==> src/rtl/ringbus_hub_pkg.sv <==
// ringbus_hub_pkg: shared types and constants for the ringbus hub.
//   wr_state_t   write FSM states (IDLE / ISSUE / WAIT)
//   CH_IDX_W     width of channel index fields (cmd_ch, rx_ch)
//   ERR_*        bit positions inside err_flags
package ringbus_hub_pkg;

  localparam int unsigned CH_IDX_W = 3;

  typedef enum logic [1:0] {
    ST_IDLE,
    ST_ISSUE,
    ST_WAIT
  } wr_state_t;

  localparam int unsigned ERR_BAD_CH = 0;
  localparam int unsigned ERR_RD_OF  = 1;
  localparam int unsigned ERR_WR_TO  = 2;
  localparam int unsigned ERR_RSVD   = 3;

endpackage

==> src/rtl/ringbus_hub_rr_arbiter.sv <==
// rr_arbiter: round-robin arbiter over NUM_CH requesters.
//   clk, srst_n  clock, synchronous active-low reset
//   req          per-requester request
//   advance      grant was consumed; move priority past the winner
//   grant        one-hot grant (combinational)
//   grant_idx    index of the granted requester
//   grant_valid  at least one request present
module rr_arbiter
  import ringbus_hub_pkg::*;
#(
  parameter int unsigned NUM_CH = 2
) (
  input  logic                clk,
  input  logic                srst_n,
  input  logic [NUM_CH-1:0]   req,
  input  logic                advance,
  output logic [NUM_CH-1:0]   grant,
  output logic [CH_IDX_W-1:0] grant_idx,
  output logic                grant_valid
);

  // First requester searched on the next arbitration (last winner + 1).
  logic [CH_IDX_W-1:0] next_ptr;

  // Outer loop walks offsets from next_ptr; inner loop maps offset to channel.
  always_comb begin
    grant       = '0;
    grant_idx   = '0;
    grant_valid = 1'b0;
    for (int unsigned k = 0; k < NUM_CH; k++) begin
      for (int unsigned c = 0; c < NUM_CH; c++) begin
        if (!grant_valid && req[c] && (((32'(next_ptr) + k) % NUM_CH) == c)) begin
          grant[c]    = 1'b1;
          grant_idx   = CH_IDX_W'(c);
          grant_valid = 1'b1;
        end
      end
    end
  end

  always_ff @(posedge clk) begin
    if (!srst_n) begin
      next_ptr <= '0;
    end else if (advance && grant_valid) begin
      next_ptr <= CH_IDX_W'((32'(grant_idx) + 1) % NUM_CH);
    end
  end

endmodule

==> src/rtl/ringbus_hub.sv <==
// ringbus_hub: CPU-side front end for NUM_CH ring_bus endpoints.
//   cmd_*        write command stream (valid/ready, channel, address, data)
//   rx_*         tagged receive stream drained round-robin from all rings
//   irq_mask/irq per-channel enable, aggregate "receive data pending" interrupt
//   err_flags    sticky [0] bad channel, [1] rd overflow, [2] write timeout
//   err_clear    clears err_flags (a same-cycle set still lands)
//   ch_*         per-channel endpoint interface (packed NUM_CH lanes)
// Build option: define RINGBUS_HUB_TIMEOUT_EN to abort writes whose
// ch_done_wr does not arrive within TIMEOUT_CYC cycles.
module ringbus_hub
  import ringbus_hub_pkg::*;
#(
  parameter int unsigned NUM_CH      = 2,
  parameter int unsigned DATA_W      = 32,
  parameter int unsigned TIMEOUT_CYC = 4096
) (
  input  logic                       clk,
  input  logic                       srst_n,
  input  logic                       cmd_valid,
  output logic                       cmd_ready,
  input  logic [CH_IDX_W-1:0]        cmd_ch,
  input  logic [DATA_W-1:0]          cmd_addr,
  input  logic [DATA_W-1:0]          cmd_data,
  output logic                       rx_valid,
  input  logic                       rx_ready,
  output logic [DATA_W-1:0]          rx_data,
  output logic [CH_IDX_W-1:0]        rx_ch,
  input  logic [NUM_CH-1:0]          irq_mask,
  output logic                       irq,
  output logic [3:0]                 err_flags,
  input  logic                       err_clear,
  output logic [NUM_CH*DATA_W-1:0]   ch_wr_data,
  output logic [NUM_CH*DATA_W-1:0]   ch_wr_addr,
  output logic [NUM_CH-1:0]          ch_start_wr,
  input  logic [NUM_CH-1:0]          ch_write_ready,
  input  logic [NUM_CH-1:0]          ch_done_wr,
  input  logic [NUM_CH*DATA_W-1:0]   ch_rd_data,
  input  logic [NUM_CH-1:0]          ch_rd_empty,
  input  logic [NUM_CH-1:0]          ch_rd_of,
  output logic [NUM_CH-1:0]          ch_rd_pop
);

  if (NUM_CH < 1 || NUM_CH > 8 || TIMEOUT_CYC < 2) begin : g_param_check
    $error("ringbus_hub: unsupported NUM_CH or TIMEOUT_CYC");
  end

  // ---------------- write path ----------------
  wr_state_t           state;
  logic                cmd_ready_q;
  logic [NUM_CH-1:0]   cmd_sel, lat_sel, start_wr;
  logic [DATA_W-1:0]   lat_addr, lat_data;
  logic                accept, bad_ch, ready_hit, done_hit, timeout_hit;

  assign accept    = cmd_valid & cmd_ready_q;
  assign bad_ch    = 32'(cmd_ch) >= NUM_CH;
  assign ready_hit = |(ch_write_ready & lat_sel);
  assign done_hit  = |(ch_done_wr & lat_sel);

  always_comb begin
    cmd_sel = '0;
    for (int unsigned c = 0; c < NUM_CH; c++) cmd_sel[c] = (32'(cmd_ch) == c);
  end

`ifdef RINGBUS_HUB_TIMEOUT_EN
  localparam int unsigned CNT_W = $clog2(TIMEOUT_CYC + 1);
  logic [CNT_W-1:0] to_cnt;

  // A done arriving on the last allowed cycle still completes normally.
  assign timeout_hit = (state != ST_IDLE) && !done_hit &&
                       (to_cnt == CNT_W'(TIMEOUT_CYC - 1));

  always_ff @(posedge clk) begin
    if (!srst_n || accept) to_cnt <= '0;
    else if (state != ST_IDLE) to_cnt <= to_cnt + 1'b1;
  end
`else
  assign timeout_hit = 1'b0;
`endif

  always_ff @(posedge clk) begin
    if (!srst_n) begin
      state       <= ST_IDLE;
      cmd_ready_q <= 1'b0;
      start_wr    <= '0;
      lat_sel     <= '0;
      lat_addr    <= '0;
      lat_data    <= '0;
    end else begin
      start_wr <= '0;
      unique case (state)
        ST_IDLE: begin
          cmd_ready_q <= 1'b1;
          if (accept && !bad_ch) begin
            state       <= ST_ISSUE;
            cmd_ready_q <= 1'b0;
            lat_sel     <= cmd_sel;
            lat_addr    <= cmd_addr;
            lat_data    <= cmd_data;
          end
        end
        ST_ISSUE: begin
          if (timeout_hit) begin
            state       <= ST_IDLE;
            cmd_ready_q <= 1'b1;
          end else if (ready_hit) begin
            start_wr <= lat_sel;
            state    <= ST_WAIT;
          end
        end
        ST_WAIT: begin
          if (done_hit || timeout_hit) begin
            state       <= ST_IDLE;
            cmd_ready_q <= 1'b1;
          end
        end
        default: state <= ST_IDLE;
      endcase
    end
  end

  // Only the latched channel's lanes carry the command while it is in flight.
  always_comb begin
    ch_wr_data = '0;
    ch_wr_addr = '0;
    for (int unsigned c = 0; c < NUM_CH; c++) begin
      if (state != ST_IDLE && lat_sel[c]) begin
        ch_wr_data[c*DATA_W +: DATA_W] = lat_data;
        ch_wr_addr[c*DATA_W +: DATA_W] = lat_addr;
      end
    end
  end

  assign cmd_ready   = cmd_ready_q;
  assign ch_start_wr = start_wr;

  // ---------------- error flags ----------------
  logic [3:0] err_q, err_set;

  always_comb begin
    err_set             = '0;
    err_set[ERR_BAD_CH] = accept & bad_ch;
    err_set[ERR_RD_OF]  = |ch_rd_of;
    err_set[ERR_WR_TO]  = timeout_hit;
  end

  always_ff @(posedge clk) begin
    if (!srst_n)        err_q <= '0;
    else if (err_clear) err_q <= err_set;
    else                err_q <= err_q | err_set;
  end

  assign err_flags = err_q;

  // ---------------- read drain ----------------
  logic [NUM_CH-1:0]   grant;
  logic [CH_IDX_W-1:0] grant_idx;
  logic                grant_valid, load;
  logic [DATA_W-1:0]   head;
  logic                rx_valid_q;
  logic [DATA_W-1:0]   rx_data_q;
  logic [CH_IDX_W-1:0] rx_ch_q;

  // Pop is gated by reset so a word is never consumed into a register
  // that is being cleared on the same edge.
  assign load      = srst_n & (~rx_valid_q | rx_ready);
  assign ch_rd_pop = (load && grant_valid) ? grant : '0;

  rr_arbiter #(.NUM_CH(NUM_CH)) u_arb (
    .clk         (clk),
    .srst_n      (srst_n),
    .req         (~ch_rd_empty),
    .advance     (load),
    .grant       (grant),
    .grant_idx   (grant_idx),
    .grant_valid (grant_valid)
  );

  always_comb begin
    head = '0;
    for (int unsigned c = 0; c < NUM_CH; c++) begin
      if (grant[c]) head = ch_rd_data[c*DATA_W +: DATA_W];
    end
  end

  always_ff @(posedge clk) begin
    if (!srst_n) begin
      rx_valid_q <= 1'b0;
      rx_data_q  <= '0;
      rx_ch_q    <= '0;
    end else if (load) begin
      rx_valid_q <= grant_valid;
      if (grant_valid) begin
        rx_data_q <= head;
        rx_ch_q   <= grant_idx;
      end
    end
  end

  assign rx_valid = rx_valid_q;
  assign rx_data  = rx_data_q;
  assign rx_ch    = rx_ch_q;
  assign irq      = |(~ch_rd_empty & irq_mask);

endmodule

==> config.mk <==
export PLATFORM = sky130hd
export DESIGN_NAME = ringbus_hub
export DESIGN_NICKNAME = d
export VERILOG_FILES = /design/src/rtl/ringbus_hub_pkg.sv /design/src/rtl/ringbus_hub_rr_arbiter.sv /design/src/rtl/ringbus_hub.sv
export SDC_FILE = /design/constraint.sdc
export NUM_CORES = 1
export LEC_CHECK = 0
export BUFFER_PORTS_ARGS = -buffer_cell sky130_fd_sc_hd__buf_2
export CORE_AREA = 2 2 124 126
export CTS_CLUSTER_SIZE = 10
export DETAILED_ROUTE_END_ITERATION = 8
export DIE_AREA = 0 0 126 128
export HOLD_SLACK_MARGIN = 0.05
export MAX_ROUTING_LAYER = met4
export PLACE_DENSITY = 0.7
export SYNTH_ARGS = -nofsm -noshare
export SYNTH_HDL_FRONTEND = slang
export SYNTH_HIERARCHICAL = 1
export SYNTH_SLANG_ARGS = --single-unit
==> constraint.sdc <==
create_clock -name clk -period 4.89 [get_ports clk]
set_clock_uncertainty 0.2 [all_clocks]
set_input_delay 0.489 -clock clk [delete_from_list [all_inputs] [get_ports clk]]
set_output_delay 0.489 -clock clk [all_outputs]
set_load 0.02 [all_outputs]
[After elaboration in Yosys (flattened, before gate mapping)]
Cells that the tools add are included.
Storage, ports and cells
  word-level logic and storage cells: 88
  register bits after elaboration: 112
  output and inout bits: 174
  input port bits: 146
Operators by class
  reductions and logical operators: 31
  equal/unequal tests: 6
  bitwise logic cells: 11
  add/sub/neg operators: 2
  muxes and demuxes: 25
  order comparisons: 1
Operators by type and width (number)
  32-bit 2-to-1 mux: 6
  32-bit zero test: 2
  1-bit 2-to-1 mux: 12
  1-bit logical AND: 11
  2-bit 2-to-1 mux: 5
  2-bit OR reduction: 5
  2-bit bitwise AND: 3
  2-bit inequality test, second input constant: 3
  2-bit one-hot mux with 3 select lines: 1
  2-bit AND reduction: 3
  3-bit AND reduction: 2
  1-bit zero test: 4
  4-bit by 2-bit bitwise OR with 4-bit output: 1
  2-bit nonzero test: 2
  1-bit bitwise AND: 3
  3-bit by 1-bit equality test with 1-bit output, second input constant: 1
  3-bit by 2-bit greater-or-equal comparator with 1-bit output, second input constant: 1
  3-bit zero test: 1
  1-bit adder, second input constant: 2
  2-bit by 1-bit equality test with 1-bit output, second input constant: 1
  2-bit equality test, second input constant: 1
  2-bit zero test: 1
  1-bit NOT: 2
  2-bit NOT: 1
  other kinds (2): 2

[Longest topological paths before layout]
Gate-level depths: netlist of the first run.
  depth in word-level cells: 17
  depth in mapped cells: 7
  mapped depth without buffers: 5

[By module]
The synthesis of the first run kept the hierarchy.
By module, submodules not included
  ringbus_hub: area an instance 5370.2 um2, instances 1, cells each 637
  rr_arbiter: area an instance 93.8 um2, instances 1, cells each 12

[Worst setup path before layout of the first run]
Ideal clock, no wire load.
  path type: input port to output port
  from: input ch_rd_empty[1]
  to: output ch_rd_pop[0]
  cell stages on the path: 6
  buffers on the path: 2
  data required time: 4201 ps
  path slack: 2549 ps
  arrival time: 1652 ps
  cell sequence: inv_1 > or2_2 > and2_1 > clkbuf_1 > clkbuf_1 > and3_1
Between the ends
  cells in the longest elaborated chain, start to end: 14
Ends and longest elaborated chain
  start: declaration: line ringbus_hub.sv:38  | input logic [NUM_CH-1:0] ch_rd_empty,
  2-bit NOT *: line ringbus_hub.sv:171  | .req (~ch_rd_empty),
  1-bit logical AND (2 in a row): line ringbus_hub_rr_arbiter.sv:32  | if (!grant_valid && req[c] && (((32'(next_ptr) + k) % NUM_CH) == c)) begin
  1-bit 2-to-1 mux: line ringbus_hub_rr_arbiter.sv:32
  1-bit zero test: line ringbus_hub_rr_arbiter.sv:32
  1-bit logical AND (2 in a row): line ringbus_hub_rr_arbiter.sv:32
  1-bit 2-to-1 mux: line ringbus_hub_rr_arbiter.sv:32
  1-bit zero test: line ringbus_hub_rr_arbiter.sv:32
  1-bit logical AND (2 in a row): line ringbus_hub_rr_arbiter.sv:32
  1-bit 2-to-1 mux *: line ringbus_hub_rr_arbiter.sv:32
  via grant_valid: line ringbus_hub.sv:157  | logic grant_valid, load;
  1-bit logical AND *: line ringbus_hub.sv:166  | assign ch_rd_pop = (load && grant_valid) ? grant : '0;
  2-bit 2-to-1 mux *: line ringbus_hub.sv:166
  end: declaration: line ringbus_hub.sv:40  | output logic [NUM_CH-1:0] ch_rd_pop
Mark *: on every way through the listed nets, which the timed path passes. The rest lies on a longest branch.

[Worst setup path in the final report of the first run]
  from: register state[1]
  to: output ch_wr_data[13]
Between the ends
  cells in the longest elaborated chain, start to end: 3
Ends and longest elaborated chain
  start: declaration: line ringbus_hub.sv:48  | wr_state_t state;
  start signal: assignment: line ringbus_hub.sv:82  | state <= ST_IDLE;
  start signal: assignment: line ringbus_hub.sv:94  | state <= ST_ISSUE;
  start signal: assignment: line ringbus_hub.sv:103  | state <= ST_IDLE;
  2-bit nonzero test: line ringbus_hub.sv:126  | if (state != ST_IDLE && lat_sel[c]) begin
  1-bit logical AND: line ringbus_hub.sv:126
  32-bit 2-to-1 mux: line ringbus_hub.sv:126
  end: declaration: line ringbus_hub.sv:32  | output logic [NUM_CH*DATA_W-1:0] ch_wr_data,
Every way passes these cells.

==> flow_summary.ini, run 1 <==
[run_status]
status = completed

[timing]
hold_viol_final = 0
slew_headroom = 0.185
fin_tns_setup_ns = 0
worst_pin_slew_ns = 1.22
fmax_mhz = 356
maxSlewViolCount = 0
finalCriticalPeriod_ns = 2.81
timing.hold.ws_ns = 0.177
fin_crit_sh = 0.575
grt_setup_unrepaired = no
setup_violations = 0
layout_setup_ws_ns = 2.08

[logic_synthesis]
netlist_instances = 649
ys_ff_latch = 110
netlist_area_um2 = 5460
synth_top_cell_by_area = dfxtp_1
yosysWarnings = 6
synthTopCellsByCount = 134 x nand2_1, 133 x and2_1, 110 x dfxtp_1
synth-edff-count = 0
synthTopCellsByArea = dfxtp_1 40%, and2_1 15%, mux2i_1 12%
ys_types = 38
async_flop_share = 0
synth_flop_cell = dfxtp_1
yosys.cell_count.top_type = nand2_1
synth_top_area_share = 0.403
yosysSeqAreaShare = 0.403
avgSynthCellArea_um2 = 8.42

[die]
core_um2 = 14900
die_h_um = 128
start_util = 0.368
die_area_um2 = 16100
die_w_um = 126
io_pins = 320
std_cell_rows = 45

[cts]
clk_pin_slew_worst_paths_ns = 0.07
cts_resized = 0
holdBufCountCts = 0
insertion_delay_ns = 0.34
cts_tree = built
clk_path_buf_depth = 2
numCtsBuffers = 9
cts_sinks = 110
root_buffer = clkbuf_16
post-cts-setup-buffers = 0
htree_levels = 3

[place]
place_hpwl_um = 11200
place_inst = 1100
io_buffers = 317
gp_congestion = 0.781
pre_cts_ws_ns = 2.06
place_area_um2 = 7030

[grt]
grt_pass1_wl_um = 24100
grtUsageTotal = 0.188
grt_pass1_vias = 4816
grt_start_max_net_pins = 110
antenna_found_initial = 0
grt-ovfl-total = 0

[setup_path]
cpPeakStageDelay_ns = 0.78
path_class = flip-flop to output port
r2r-start = state[1]
rrSetupSlack_ns = 2.40
critPathRequiredTime_ns = 4.20
cp-end-kind = output port
r2r-end = lat_data[20]
setup.worst_path.start_class = flip-flop
critPathSlowestCell = nor2b_4
reg2regPathDepth = 4
cp_cell_sequence = nor2_1, nor2b_4, and2_1, buf_2
crit_path_max_fanout = 64
critPathArrivalTime_ns = 2.12

[layout]
layout.nets = 1069
num_antenna_cells = 0
area_growth_pct = 34.2
drive_gt1_frac = 0.374
design_area_um2 = 7330
final_util = 0.493
final_cells = 1116

[detailed_routing]
drt-total-wl_um = 15200
route.detailed.drc = 0
first_iter_violations = 211
ant_nets = 0
viasPerCell = 4.78
drt_first_pass_iters = 4
wl_per_cell_um = 13.6
num_vias = 5339

[hold_path]
whs_endpoint = lat_data[24]
hold_path.class = primary input to flip-flop
holdPathStages = 3
worstHoldStart = cmd_data[24]

[power_and_ir_drop]
worst_ir_drop_vdd_uv = 155
power_density_nw_per_um2 = 270
p_leak_nw = 3.58
p_total_mw = 1.98

[job]
max-cap-violations = 0
## critical path: cells and delay by family (launching register included)
family        cells  cell delay (ns)
flops             1             0.42
buf+inv           1             0.17
simple gates      3             1.15
## worst max-delay path by stage
stage,start,to,depth (start not counted)
finish,state[1],ch_wr_data[13],4
global route,state[1],ch_wr_addr[1],4
CTS,state[1],ch_wr_addr[1],4
detailed placement,ch_rd_empty[0],rx_data[0],6
global placement,ch_rd_empty[0],rx_data[2],6
floorplan,ch_rd_empty[1],ch_rd_pop[0],6
## sequential cells by signal, summed over array words and instances (netlist names)
name and count:
ch_start_wr 2, cmd_ready 1, err_flags 2, lat_addr 32, lat_data 32, lat_sel 2, rx_ch 3, rx_data 32
rx_valid 1, state 2, u_arb/next_ptr 1
## cells in the final DEF (no fill, tap or decap), types with 2 or more instances in the layout
master and count:
clkinvlp_4 2, mux2i_1 64, a22oi_1 32, dfxtp_1 110
conb_1 4, and3_1 2, nand2b_1 3, inv_1 6
a211oi_1 31, buf_4 7, clkbuf_16 9, a21boi_0 2
nor2b_4 2, and2_1 133, buf_2 316, nand2_1 134
a22o_1 2, nor2_1 2, o21ai_0 4, nand3_1 3
a21oi_1 37
## cells by family (layout without fill, tap and decap cells)
kind of cell	count (synthesis)	after routing	share of synthesized area
DFF	110	110	0.403
and+or+nand+nor	288	288	0.270
buffers and inverters	69	346	0.0655
AOI/OAI and AO/OA	116	116	0.143
other	2	4	0.00137
muxes	64	64	0.117
## layout make-up
class / count / area (µm²)
Clock inverter: 5 / 58.8
Multi-Input combinational cell: 472 / 2930
Fill cell: 1481 / 7530
Timing Repair Buffer: 323 / 1630
Sequential cell: 110 / 2200
Clock buffer: 11 / 243
Tap cell: 188 / 235
Inverter: 7 / 26.3
## per-layer routing
layer,vias to the layer above,global-route usage,wire (µm)
met5,-,-,0
met4,0,0.0633,267
met3,20,0.0275,933
met2,212,0.318,7450
met1,2390,0.231,6520
li1,2717,-,-
## where the power goes
group          internal, mW  total (mW)  switching (mW)
sequential            0.933       0.956          0.0225
combinational         0.116       0.275           0.159
clock                 0.412       0.746           0.334
Power figures use the tool's default switching activity.
==> inputs of run 2 (changes only) <==
CORE_AREA = 2 2 125 127   (was 2 2 124 126)
DIE_AREA = 0 0 127 129   (was 0 0 126 128)
PLACE_DENSITY = 0.69   (was 0.7)
clock period = 2.9 ns   (was 4.89 ns; I/O delays follow)
==> run 2 against run 1 <==
Non-clock buffer count rose by 79. Setup slack worse by 1.5 ns. Critical endpoint is now ch_wr_data[22]. First-iteration DRC count shrank 12%. Total power up 70%. Sequential cell count stayed put. Routed wire length grew 7.1%. Hold slack lost 0.13 ns. Highest routed layer unchanged. Core utilization rose by 4.9 points. Clock power grew 60%.
==> flow_summary.ini, run 2 (synthesis results as in run 1) <==
[grt]
grt-ovfl-total = 0
grt_pass1_vias = 5179
antenna_found_initial = 1
grtUsageTotal = 0.195
grt_pass1_wl_um = 25200
grt_start_max_net_pins = 77

[cts]
insertion_delay_ns = 0.34
cts_tree = built
post-cts-setup-buffers = 0
root_buffer = clkbuf_16
clk_path_buf_depth = 2
numCtsBuffers = 9
clk_pin_slew_worst_paths_ns = 0.07
cts_sinks = 110
holdBufCountCts = 68
htree_levels = 3
cts_resized = 0

[detailed_routing]
ant_nets = 0
route.detailed.drc = 0
drt-met1-wl_um = 6800
highest_layer = met4
met3_length_um = 956
wl_per_cell_um = 13.6
viasPerCell = 4.67
drt-total-wl_um = 16200
num_vias = 5588
drt_first_pass_iters = 4
first_iter_violations = 186
wl_met2_um = 8290

[timing]
slew_headroom = 0.522
worst_pin_slew_ns = 0.718
finalCriticalPeriod_ns = 2.34
maxSlewViolCount = 0
hold_viol_final = 0
fin_tns_setup_ns = 0
fin_crit_sh = 0.809
grt_setup_unrepaired = no
setup_violations = 0
fmax_mhz = 426

[power_and_ir_drop]
worst_ir_drop_vdd_uv = 268
p_leak_nw = 3.93
power_density_nw_per_um2 = 413

[layout]
area_growth_pct = 48.6
drive_gt1_frac = 0.357
final_cells = 1196
multi_input_area_um2 = 2930
mostFrequentLayoutCell = buf_2
layout.nets = 1148
final_cell_mix = 316 x buf_2, 134 x nand2_1, 133 x and2_1
fillers = 1402
layout.area.seq_um2 = 2200

[hold_path]
whs_endpoint = lat_addr[9]
holdPathStages = 3
worstHoldStart = cmd_addr[9]
hold_path.class = primary input to flip-flop

[setup_path]
reg2regPathDepth = 4
rrSetupSlack_ns = 0.70
setup.worst_path.start_class = flip-flop
cp-end-kind = output port
path_class = flip-flop to output port
r2r-end = lat_addr[16]
r2r-start = state[1]
critPathRequiredTime_ns = 2.41
crit_path_max_fanout = 64
critPathArrivalTime_ns = 1.85

[place]
place_inst = 1111
io_buffers = 317
place_hpwl_um = 11600
gp_congestion = 0.788

[die]
std_cell_rows = 45
start_util = 0.365
die_w_um = 127
core_um2 = 15000
die_h_um = 129
io_pins = 320
die_area_um2 = 16400

[run_status]
status = completed

[job]
max-cap-violations = 0
-- run 2: cell count changes in the layout (fill, tap and decap cells not counted) --
cell	before	now
dlygate4sd3_1	0	68
buf_4	7	15
buf_12	0	3
bufinv_16	1	0
clkbuf_1	1	0
clkinv_4	1	2
diode_2	0	1
inv_6	0	1
-- run 2: area by class of cell --
cell class,count,area share
inverters,7,0.00324
clock inverters,6,0.00570
repair buffers,402,0.300
well taps,188,0.0290
flip-flops and latches,110,0.271
diodes,1,0.000308
clock buffers,10,0.0294
multi-input cells,472,0.361
-- run 2: worst max path at each step --
stage	start	to
after CTS	state[1]	ch_wr_addr[30]
after floorplan	ch_rd_empty[1]	ch_rd_pop[0]
after detailed placement	state[1]	lat_addr[16]
after global routing	state[1]	ch_wr_data[43]
after global placement	cmd_ch[2]	lat_addr[18]
final	state[1]	ch_wr_data[22]
-- run 2: critical path, cell delays in order (launching register included) --
cell and delay, ns:
dfxtp_1 0.42, nor2_1 0.14, nor2b_4 0.11, buf_4 0.40, and2_1 0.21, buf_2 0.17
-- run 2: report_power, final --
group	total, mW	switching [mW]	internal (mW)
Clock	1.19	0.581	0.612
Combinational	0.547	0.283	0.265
Sequential	1.61	0.0381	1.57
-- run 2: layer usage --
metal  global-route usage  vias to the layer above
li1                     -                     2872
met1                0.220                     2502
met2                0.352                      201
met3               0.0337                       13
met4               0.0588                        0
met5                    -                        -
-- run 2: metrics by stage --
stage	power, mW	hold slack (ns)	cell area [µm²]	setup slack (ns)	util
2_1_floorplan	1.93	0.232	5470	0.957	-
3_5_place_dp	2.12	0.257	7150	0.675	0.477
4_1_cts	3.39	0.0501	8120	0.543	0.542
3_3_place_gp	2.12	0.245	7150	0.759	0.477
5_1_grt	3.51	0.0691	8120	0.416	0.542
6_report	3.35	0.0446	8120	0.555	0.542
==> inputs of run 3 (changes only) <==
CORE_AREA = 2 2 124 126   (was 2 2 125 127)
DIE_AREA = 0 0 126 128   (was 0 0 127 129)
PLACE_DENSITY = 0.72   (was 0.69)
clock period = 2.1 ns   (was 2.9 ns; I/O delays follow)
==> run 3 against run 2 <==
Combinational power grew 57%. Highest routed layer unchanged. Sequential power increased by 39%. Setup slack lost 0.44 ns. Critical path depth grew 1. Sequential cell count unchanged. Non-clock buffer count grew 60. Final cell count rose by 5.4%. Design area grew 8.9%. Via count up 8.4%. Hold slack improved by 0.011 ns. Largest cell class is now non-clock buffers. Core utilization increased by 5.3 points.
==> flow_summary.ini, run 3 (synthesis results as in run 1) <==
[run_status]
status = completed

[detailed_routing]
first_iter_violations = 226
drt-total-wl_um = 18900
num_vias = 6058
drt_first_pass_iters = 4
viasPerCell = 4.81
ant_nets = 0
route.detailed.drc = 0
wl_per_cell_um = 15.0

[place]
pre_cts_ws_ns = -0.118
place_hpwl_um = 11400
gp_congestion = 0.816
place_inst = 1117
io_buffers = 317

[grt]
grt-ovfl-total = 0
grt_pass1_vias = 5772
grtUsageTotal = 0.231
gr-usage-met3 = 0.0330
grt_start_max_net_pins = 79
met1_usage = 0.264
antenna_found_initial = 0
grt_pass1_wl_um = 29300
met2_usage = 0.411
busiest_layer = met2

[cts]
htree_levels = 3
root_buffer = clkbuf_16
numCtsBuffers = 9
insertion_delay_ns = 0.34
clk_pin_slew_worst_paths_ns = 0.07
cts_tree = built
clk_path_buf_depth = 2
cts_sinks = 110

[hold_path]
holdPathStages = 2
worstHoldStart = srst_n
whs_endpoint = u_arb/next_ptr[0]
hold_path.class = primary input to flip-flop

[timing]
fmax_mhz = 504
layout_setup_ws_ns = 0.115
setup_violations = 0
maxSlewViolCount = 0
timing.hold.ws_ns = 0.0560
fin_crit_sh = 0.945
finalCriticalPeriod_ns = 1.99
grt_setup_unrepaired = no
hold_viol_final = 0

[power_and_ir_drop]
p_total_mw = 4.63
p_leak_nw = 4.23
worst_ir_drop_vdd_uv = 310
power_density_nw_per_um2 = 524

[layout]
drive_gt1_frac = 0.361
area_growth_pct = 61.8
final_cells = 1260
layout.area.seq_um2 = 2210
num_antenna_cells = 0
mostFrequentLayoutCell = buf_2
final_cell_mix = 316 x buf_2, 134 x nand2_1, 133 x and2_1
multi_input_area_um2 = 3020
layout.nets = 1214
fillers = 1280

[setup_path]
crit_path_max_fanout = 8
path_class = flip-flop to output port
rrSetupSlack_ns = 0.14
critPathSlowestCell = dfxtp_2
setup.worst_path.start_class = flip-flop
cp_cell_sequence = nor2_4, buf_12, nor2b_4, buf_4, and2_1, buf_2
cp-end-kind = output port
r2r-start = rx_valid
reg2regPathDepth = 5
critPathTopFamily = buffers and inverters
critPathRequiredTime_ns = 1.69
critPathArrivalTime_ns = 1.58
crit_buf_inv = 3
cpPeakStageDelay_ns = 0.40
r2r-end = rx_data[19]

[die]
die_area_um2 = 16100
die_h_um = 128
start_util = 0.368
core_um2 = 14900
io_pins = 320
die_w_um = 126
std_cell_rows = 45

[job]
max-cap-violations = 0
-- run 3: report_power, final --
group | leakage, nW | switching, mW | internal, mW | total [mW]
combinational | 3.21 | 0.423 | 0.437 | 0.860
clock | 0.130 | 0.741 | 0.798 | 1.54
sequential | 0.898 | 0.0562 | 2.17 | 2.23
-- run 3: what timing repair did --
action,4_1_cts,5_1_grt
hold buffers,108,0
setup buffers,8,7
gates resized for setup,9,5
endpoints found under the hold margin,93,0
gates cloned,6,0
pin swaps,1,2
endpoints found under the setup margin,128,112
-- run 3: final cells by class --
cell class | instances | area share
flip-flops and latches | 110 | 0.250
inverters | 7 | 0.00297
clock buffers | 11 | 0.0263
multi-input cells | 478 | 0.342
well taps | 188 | 0.0266
repair buffers | 462 | 0.350
clock inverters | 4 | 0.00269
-- run 3: how the worst max path moves through the flow --
stage / cells after the start / endpoint / start / slack, ns
2_1_floorplan: 6 / ch_rd_pop[0] / ch_rd_empty[1] / 0.32
3_3_place_gp: 4 / ch_wr_data[38] / state[1] / 0.01
3_5_place_dp: 4 / ch_wr_data[27] / state[1] / -0.12
4_1_cts: 5 / ch_wr_addr[54] / state[1] / 0.02
5_1_grt: 5 / rx_data[19] / rx_valid / 0.02
6_report: 6 / ch_wr_data[21] / state[1] / 0.11
-- run 3: metal layers --
metal / part of all wire / up-vias
li1: - / 3004
met1: 0.40 / 2767
met2: 0.52 / 256
met3: 0.062 / 31
met4: 0.024 / 0
met5: 0 / -
-- run 3: worst reg2reg max path: cells and delay by family, from the launching register on --
kind | cells | cell delay [ns]
buffers and inverters | 2 | 0.80
AO/OA/AOI/OAI | 1 | 0.12
flip-flops | 1 | 0.32
AND/OR/NAND/NOR | 2 | 0.41
-- run 3: stage by stage --
step | TNS [ns] | utilization | cell area, µm²
2_1_floorplan | 0 | - | 5470
3_3_place_gp | 0 | 0.483 | 7180
3_5_place_dp | -7.83 | 0.483 | 7180
4_1_cts | 0 | 0.589 | 8760
5_1_grt | 0 | 0.595 | 8840
6_report | 0 | 0.595 | 8840
